[src/rtl/uart_cmd_pkg.sv]
// rtl/uart_cmd_pkg.sv - shared types and ASCII constants for the UART command parser
package uart_cmd_pkg;

  typedef enum logic [1:0] {IDLE, HEX, LED, TERM} state_t;

  localparam logic [7:0] CHAR_CR   = 8'h0D;
  localparam logic [7:0] CHAR_LF   = 8'h0A;
  localparam logic [7:0] CHAR_SP   = 8'h20;
  localparam logic [7:0] CHAR_0    = 8'h30;
  localparam logic [7:0] CHAR_1    = 8'h31;
  localparam logic [7:0] CHAR_9    = 8'h39;
  localparam logic [7:0] CHAR_H    = 8'h48;
  localparam logic [7:0] CHAR_H_LC = 8'h68;
  localparam logic [7:0] CHAR_L    = 8'h4C;
  localparam logic [7:0] CHAR_L_LC = 8'h6C;

  localparam int HEX_DIGITS = 4;
  localparam int LED_BITS   = 9;

  function automatic logic is_eol(input logic [7:0] b);
    return (b == CHAR_CR) || (b == CHAR_LF);
  endfunction

  function automatic logic is_digit(input logic [7:0] b);
    return (b >= CHAR_0) && (b <= CHAR_9);
  endfunction

endpackage

[src/rtl/cmd_resp_reg.sv]
// rtl/cmd_resp_reg.sv - one-entry valid/ready response holding register with drop pulse
module cmd_resp_reg (
  input  logic       clk,
  input  logic       rst,
  input  logic       load_valid,
  input  logic [7:0] load_data,
  output logic [7:0] tx_data,
  output logic       tx_valid,
  input  logic       tx_ready,
  output logic       drop
);

  always_ff @(posedge clk) begin
    if (rst) begin
      tx_data  <= 8'h00;
      tx_valid <= 1'b0;
      drop     <= 1'b0;
    end else begin
      drop <= 1'b0;
      if (load_valid) begin
        // An accept in the same cycle frees the slot, so back-to-back loads keep tx_valid high
        if (!tx_valid || tx_ready) begin
          tx_data  <= load_data;
          tx_valid <= 1'b1;
        end else begin
          drop <= 1'b1;
        end
      end else if (tx_valid && tx_ready) begin
        tx_valid <= 1'b0;
      end
    end
  end

endmodule

[src/rtl/uart_cmd_parser.sv]
// rtl/uart_cmd_parser.sv - parses "H dddd" / "L bbbbbbbbb" UART commands and returns ACK/NAK
module uart_cmd_parser
  import uart_cmd_pkg::*;
#(
  parameter int         TIMEOUT_CYCLES = 50_000_000,
  parameter logic [7:0] ACK_CHAR       = 8'h4B,
  parameter logic [7:0] NAK_CHAR       = 8'h45
) (
  input  logic        CLK,
  input  logic        RST,
  input  logic [7:0]  rx_data,
  input  logic        rx_valid,
  output logic [31:0] hex_ascii,
  output logic [8:0]  led_bits,
  output logic        cmd_update,
  output logic [7:0]  tx_data,
  output logic        tx_valid,
  input  logic        tx_ready,
  output logic        resp_drop
);

  localparam int TW = $clog2(TIMEOUT_CYCLES + 1);

  state_t        state_q, state_d;
  logic [3:0]    cnt_q, cnt_d;
  logic [TW-1:0] tmo_q, tmo_d;
  logic [31:0]   hex_sh_q, hex_sh_d, hex_d;
  logic [8:0]    led_sh_q, led_sh_d, led_d;
  logic          is_led_q, is_led_d;
  logic          upd_d;
  logic          resp_valid;
  logic [7:0]    resp_data;

  always_ff @(posedge CLK) begin
    if (RST) begin
      state_q    <= IDLE;
      cnt_q      <= '0;
      tmo_q      <= '0;
      hex_sh_q   <= '0;
      led_sh_q   <= '0;
      is_led_q   <= 1'b0;
      hex_ascii  <= 32'h30303030;
      led_bits   <= '0;
      cmd_update <= 1'b0;
    end else begin
      state_q    <= state_d;
      cnt_q      <= cnt_d;
      tmo_q      <= tmo_d;
      hex_sh_q   <= hex_sh_d;
      led_sh_q   <= led_sh_d;
      is_led_q   <= is_led_d;
      hex_ascii  <= hex_d;
      led_bits   <= led_d;
      cmd_update <= upd_d;
    end
  end

  always_comb begin
    state_d    = state_q;
    cnt_d      = cnt_q;
    tmo_d      = tmo_q;
    hex_sh_d   = hex_sh_q;
    led_sh_d   = led_sh_q;
    is_led_d   = is_led_q;
    hex_d      = hex_ascii;
    led_d      = led_bits;
    upd_d      = 1'b0;
    resp_valid = 1'b0;
    resp_data  = NAK_CHAR;
    if (rx_valid) begin
      // A byte always wins over a timeout expiring in the same cycle
      tmo_d = '0;
      case (state_q)
        IDLE: begin
          if (is_eol(rx_data) || rx_data == CHAR_SP) begin
            state_d = IDLE;
          end else if (rx_data == CHAR_H || rx_data == CHAR_H_LC) begin
            state_d  = HEX;
            cnt_d    = '0;
            is_led_d = 1'b0;
          end else if (rx_data == CHAR_L || rx_data == CHAR_L_LC) begin
            state_d  = LED;
            cnt_d    = '0;
            is_led_d = 1'b1;
          end else begin
            resp_valid = 1'b1;
          end
        end
        HEX: begin
          if (is_digit(rx_data)) begin
            hex_sh_d = {hex_sh_q[23:0], rx_data};
            cnt_d    = cnt_q + 4'd1;
            if (cnt_q == 4'(HEX_DIGITS - 1)) state_d = TERM;
          end else begin
            resp_valid = 1'b1;
            state_d    = IDLE;
          end
        end
        LED: begin
          if (rx_data == CHAR_0 || rx_data == CHAR_1) begin
            led_sh_d = {led_sh_q[7:0], rx_data[0]};
            cnt_d    = cnt_q + 4'd1;
            if (cnt_q == 4'(LED_BITS - 1)) state_d = TERM;
          end else begin
            resp_valid = 1'b1;
            state_d    = IDLE;
          end
        end
        TERM: begin
          resp_valid = 1'b1;
          state_d    = IDLE;
          if (is_eol(rx_data)) begin
            resp_data = ACK_CHAR;
            upd_d     = 1'b1;
            if (is_led_q) led_d = led_sh_q;
            else          hex_d = hex_sh_q;
          end
        end
        default: state_d = IDLE;
      endcase
    end else if (state_q != IDLE) begin
      if (tmo_q == TW'(TIMEOUT_CYCLES - 1)) begin
        resp_valid = 1'b1;
        state_d    = IDLE;
        tmo_d      = '0;
      end else begin
        tmo_d = tmo_q + 1'b1;
      end
    end
  end

  cmd_resp_reg u_resp (
    .clk       (CLK),
    .rst       (RST),
    .load_valid(resp_valid),
    .load_data (resp_data),
    .tx_data   (tx_data),
    .tx_valid  (tx_valid),
    .tx_ready  (tx_ready),
    .drop      (resp_drop)
  );

endmodule

[config.mk]
export PLATFORM = sky130hd
export DESIGN_NAME = uart_cmd_parser
export DESIGN_NICKNAME = d
export VERILOG_FILES = /design/src/rtl/uart_cmd_pkg.sv /design/src/rtl/cmd_resp_reg.sv /design/src/rtl/uart_cmd_parser.sv
export SDC_FILE = /design/constraint.sdc
export NUM_CORES = 1
export LEC_CHECK = 0
export BUFFER_PORTS_ARGS = -buffer_cell sky130_fd_sc_hd__buf_2
export CORE_ASPECT_RATIO = 1.25
export CORE_MARGIN = 2
export CORE_UTILIZATION = 62
export DETAILED_ROUTE_END_ITERATION = 6
export GPL_ROUTABILITY_DRIVEN = 0
export PLACE_DENSITY = 0.85
export SLEW_MARGIN = 20
export SYNTH_ARGS = -nofsm -noshare
export SYNTH_HDL_FRONTEND = slang
export SYNTH_SLANG_ARGS = --single-unit
[constraint.sdc]
create_clock -name CLK -period 7.15 [get_ports CLK]
set_input_delay 1.7875 -clock CLK [delete_from_list [all_inputs] [get_ports CLK]]
set_output_delay 1.7875 -clock CLK [all_outputs]
set_load 0.02 [all_outputs]
# Yosys cells after proc, flatten, opt, wreduce, memory -nomap -nowiden
# Cells that the tools add are included.
# Widths: inputs -> output; s select.
dict set report word_totals {
  out_inout_bits 52
  wordCells 109
  reg_bits 126
}
dict set report classes {
  mux 37
  bitwise 5
  add_sub_neg 2
  reduce_logical 28
  magnitude_cmp 2
  eq_ne 23
}
# cell n
set op_table {}
lappend op_table {{$eq 8x7->1 const B} 4}
lappend op_table {{$mux 4} 8}
lappend op_table {{$add 26x1->26 const B} 1}
lappend op_table {{$eq 26x26->1 const B} 1}
lappend op_table {{$mux 26} 1}
lappend op_table {{$eq 8x6->1 const B} 3}
lappend op_table {{$mux 2} 10}
lappend op_table {{$eq 8x4->1 const B} 2}
lappend op_table {{$mux 1} 15}
lappend op_table {{$pmux 4 s3} 1}
lappend op_table {{$reduce_and 4->1} 3}
lappend op_table {{$reduce_bool 2->1} 5}
lappend op_table {{$ge 8x6->1 const B} 1}
lappend op_table {{$le 8x6->1 const B} 1}
lappend op_table {{$ne 4x4->1 const B} 2}
lappend op_table {{$pmux 2 s4} 1}
lappend op_table {{$logic_or 1x1->1} 6}
lappend op_table {{$ne 2x2->1 const B} 3}
lappend op_table {{$reduce_and 3->1} 2}
lappend op_table {{$reduce_and 6->1} 1}
lappend op_table {{$ne 5x5->1 const B} 1}
lappend op_table {{$not 1->1} 5}
lappend op_table {{$reduce_and 5->1} 1}
lappend op_table {{$add 4x1->4 const B} 1}
lappend op_table {{14 further kinds} 18}

# Longest topological paths before layout
dict set report depth {
  ltp_word 9
  mapped_depth 10
}

# By module
# From an unflattened synthesis, not the netlist that was laid out.
dict set report unflattened {
  cells_unflattened 607
  hier_area_um2 5216.3
}
# module n_inst area_per_inst_um2 cells_per_inst
set modules_own_cells {}
lappend modules_own_cells {uart_cmd_parser 1 4779.6 566}
lappend modules_own_cells {cmd_resp_reg 1 436.7 41}

# Worst setup path after synthesis
# No wires, ideal clock.
dict set report synth_timing {
  path_kind {input port to flip-flop}
  startpoint {input rx_data[2]}
  endpoint {register state_q[0]}
  path_buffers 1
  arrival_ps 3422
  cell_stages 6
  setup_slack_ps 3607
  cell_sequence {clkbuf_1 or3b_1 a211o_4 and3_1 a211oi_2 mux2_2}
}
dict set report synth_between {
  elab_chain_len 6
}
# item line_no
set synth_lines {}
lappend synth_lines {{from (decl)} uart_cmd_parser.sv:11} ;# input logic [7:0] rx_data,
lappend synth_lines {{parallel branches: the longest is 6 deep, another holds $ge 8x6->1} n/a}
lappend synth_lines {{to (signal assigned)} uart_cmd_parser.sv:46} ;# state_q <= state_d;
lappend synth_lines {{to (decl)} uart_cmd_parser.sv:24} ;# state_t state_q, state_d;
# Parallel ways; which one is timed is not known.
# A chain may end at the register's enable or synchronous reset.

# Final worst setup path
dict set report layout_timing {
  startpoint {input rx_data[4]}
  endpoint {register hex_ascii[17]}
}
dict set report layout_between {
  elab_chain_len 3
}
# item line_no
set layout_lines {}
lappend layout_lines {{$eq 8x4->1} uart_cmd_pkg.sv:21} ;# return (b == CHAR_CR) || (b == CHAR_LF);
lappend layout_lines {{$logic_or 1x1->1 *} uart_cmd_pkg.sv:21}
lappend layout_lines {{$reduce_and 4->1 (no source line) *} n/a}
lappend layout_lines {{to (signal assigned)} uart_cmd_parser.sv:42} ;# hex_ascii <= 32'h30303030;
lappend layout_lines {{to (signal assigned)} uart_cmd_parser.sv:52} ;# hex_ascii <= hex_d;
lappend layout_lines {{to (decl)} uart_cmd_parser.sv:13} ;# output logic [31:0] hex_ascii,
# Every way passes the cells marked *; elsewhere a longest branch is shown, timed or not.

==> results.toml <==
[clocking]
hold_buffers = 0
clock_latency_ns = 0.52
postCtsSetupBuffers = 0
h-tree-depth = 4
clock-sinks = 121
cts_tree = "done"
cts_buffers = 17
post_cts_resized = 0
clkTransAtPathRegs_ns = 0.06
cts_buffer_depth = 2
clock-root-buffer = "clkbuf_8"

[route]
drt_first_pass_iters = 5
ant_nets = 0
drc = 0
drt_iter0_drc = 264
wl_mm = 10.7
via_per_inst = 5.65
vias = 4243
wl_per_cell_microns = 14.3

[timing]
setup_viol = 0
fin_ws_ns = 3.45
worstMarginPinSlew_ns = 0.947
slew_headroom = 0.368
fmax_mhz = 270
skew_ns = 0.00956
hold_violations = 0
totalNegativeSetupSlack_ns = 0
post-route-period-util = 0.517
post-route-min-period_ns = 3.70
grt_setup_unrepaired = "false"
maxSlewViolCount = 0

[finish]
seqCellArea_sq_um = 2420
fin_nets = 665
fill_cells = 574
multi_input_area_sq_um = 2430
antenna_cells = 0
drive_gt1_frac = 0.162
area_growth_pct = 16.7

[worst_setup_path]
required_ns = 7.51
startpoint_type = "input pin"
crit_fanout = 32
crit_path_top_delay_cell = "a2111oi_4"
crit_family = "simple AND/OR/NAND/NOR gates"
cp_cell_sequence = "buf_2 -> or4b_4 -> a2111oi_4 -> nand2b_2 -> nand2_1 -> a21oi_1"
slowest_delay_ns = 0.74
cp-end-kind = "flop"
crit_type = "input pin to flop"
crit_buf_inv = 1
crit_arrival_ns = 4.05

[floorplanning]
fp.dieW_microns = 84.8
num_rows = 36
die-area_sq_um = 8890
io_pins = 64
start_util = 0.645
core_area_sq_um = 7840
die_h_microns = 105

[logic_synthesis]
synthTopCellsByArea = "dfxtp_1 (48%), nand2_1 (11%), a21oi_1 (6.5%), nor2_1 (3.9%), xnor2_1 (2.9%)"
synthCells = 600
ys_warn_count = 0
synth_edf_count = 0
synth.distinct_cells = 52
seq_area_frac_synth = 0.479
ys.flop_type = "dfxtp_1"
ys_seq_elements = 121
synthTopCellsByCount = "nand2_1 (147), dfxtp_1 (121), a21oi_1 (66)"
synth_async_sr_flop_share = 0
synth.most_common_cell = "nand2_1"
avgSynthCellArea_sq_um = 8.42
synth_top_area_cell = "dfxtp_1"
synth_top_area_frac = 0.479
netlist_area_sq_um = 5050

[power_and_ir_drop]
sw_frac_of_total = 0.209
p_sw_mw = 0.321
internal_power_mw = 1.21
sequentialPowerShare = 0.443
p_leak_nw = 2.26
ir_worst_vdd_mv = 0.196
p_clk_frac = 0.523
power_per_cell_area_nw_per_um2 = 260
combinationalPowerShare = 0.034

[place]
io_buffer_count = 60
dp_hpwl_mm = 6.78
pre_cts_slack_ns = 2.29

[min_path]
hold_path.class = "flop to flop"

[job]
drv_cap = 0

[global_route]
grt_use_total = 0.243
grt_pass1_wl_mm = 17.4
grt_pass1_vias = 3919
overflow = 0
grt_antenna_before_repair = 0
grt_max_degree = 101

[run_status]
status = "finished clean"
## final timing paths
path	from	endpoint	slack, ns	cells after the start
hold reg to reg	hex_ascii[15]	hex_ascii[15]	0.45	2
setup reg to reg	state_q[0]	tmo_q[19]	4.60	7
hold / removal	hex_ascii[15]	hex_ascii[15]	0.45	2
setup / recovery	rx_data[4]	hex_ascii[17]	3.45	6
## power groups by stage
| stage | registers [mW] | clock network (mW) | logic, mW |
|---|---|---|---|
| final | 0.680 | 0.802 | 0.0515 |
| after global routing | 0.680 | 0.847 | 0.0555 |
| after CTS | 0.680 | 0.811 | 0.0504 |
| after detailed placement | 0.694 | 0 | 0.0501 |
| after global placement | 0.694 | 0 | 0.0484 |
| after floorplan | 0.696 | 0 | 0.0354 |
## tightest hold or removal path, stage by stage (launching register included)
cell	delay [ns]
dfxtp_1	0.30
nand2_1	0.05
a21oi_1	0.05
## logic make-up (layout without fill, tap and decap cells)
group                      count (synthesis)  count (layout)  synth area share
DFF                                      121             121             0.479
AOI/OAI and AO/OA                         84              84            0.0948
and+or+nand+nor                          298             298             0.281
buffers and inverters                     46             100            0.0453
muxes                                     17              17            0.0357
other                                      1               3          0.000742
xor gates and xnor gates                  25              25            0.0433
adders and majority gates                  8               8            0.0198
## state kept, by name, indices dropped and copies added (netlist names), 2 cells and up
name            cells
cnt_q               4
u_resp.tx_data      3
hex_ascii          32
led_sh_q            9
hex_sh_q           32
tmo_q              26
led_bits            9
state_q             2
## area by class of cell
class	instances	area share
clock buffer	23	0.0791
clock inverter	7	0.0159
inverter	7	0.00445
multi-input combinational	435	0.412
sequential	121	0.411
tap	95	0.0202
timing repair buffer	63	0.0573
## stage by stage
stage	util	std cells	hold slack (ns)	power [mW]	cell area, sq um
after floorplan	-	602	0.432	0.732	5060
final	0.753	751	0.448	1.53	5900
after detailed placement	0.675	719	0.443	0.744	5290
after CTS	0.747	749	0.451	1.54	5850
after global routing	0.753	751	0.470	1.58	5900
after global placement	0.675	719	0.439	0.743	5290
## routing by layer
metal  GRT usage  share of wire  routed length [microns]
met1       0.275           0.42                     4510
met5           0              0                        0
met3      0.0829          0.052                      557
met2       0.413           0.50                     5380
met4       0.107          0.024                      254
## cells in the final DEF (no fill, tap or decap), types with 4 or more instances in the layout
master	count
a21oi_1	66
a31oi_1	4
buf_2	60
clkbuf_16	16
nor3_1	12
mux2i_1	12
and3_1	6
dfxtp_1	121
nor4_1	8
o21ai_0	4
xor2_1	8
clkbuf_8	4
inv_1	7
ha_1	8
nand4_1	7
xnor2_1	17
nand3_1	22
nor2b_1	6
nand2_1	147
nand3b_1	10
nor2_1	51
Note: power is estimated with default switching activity, not from simulation.
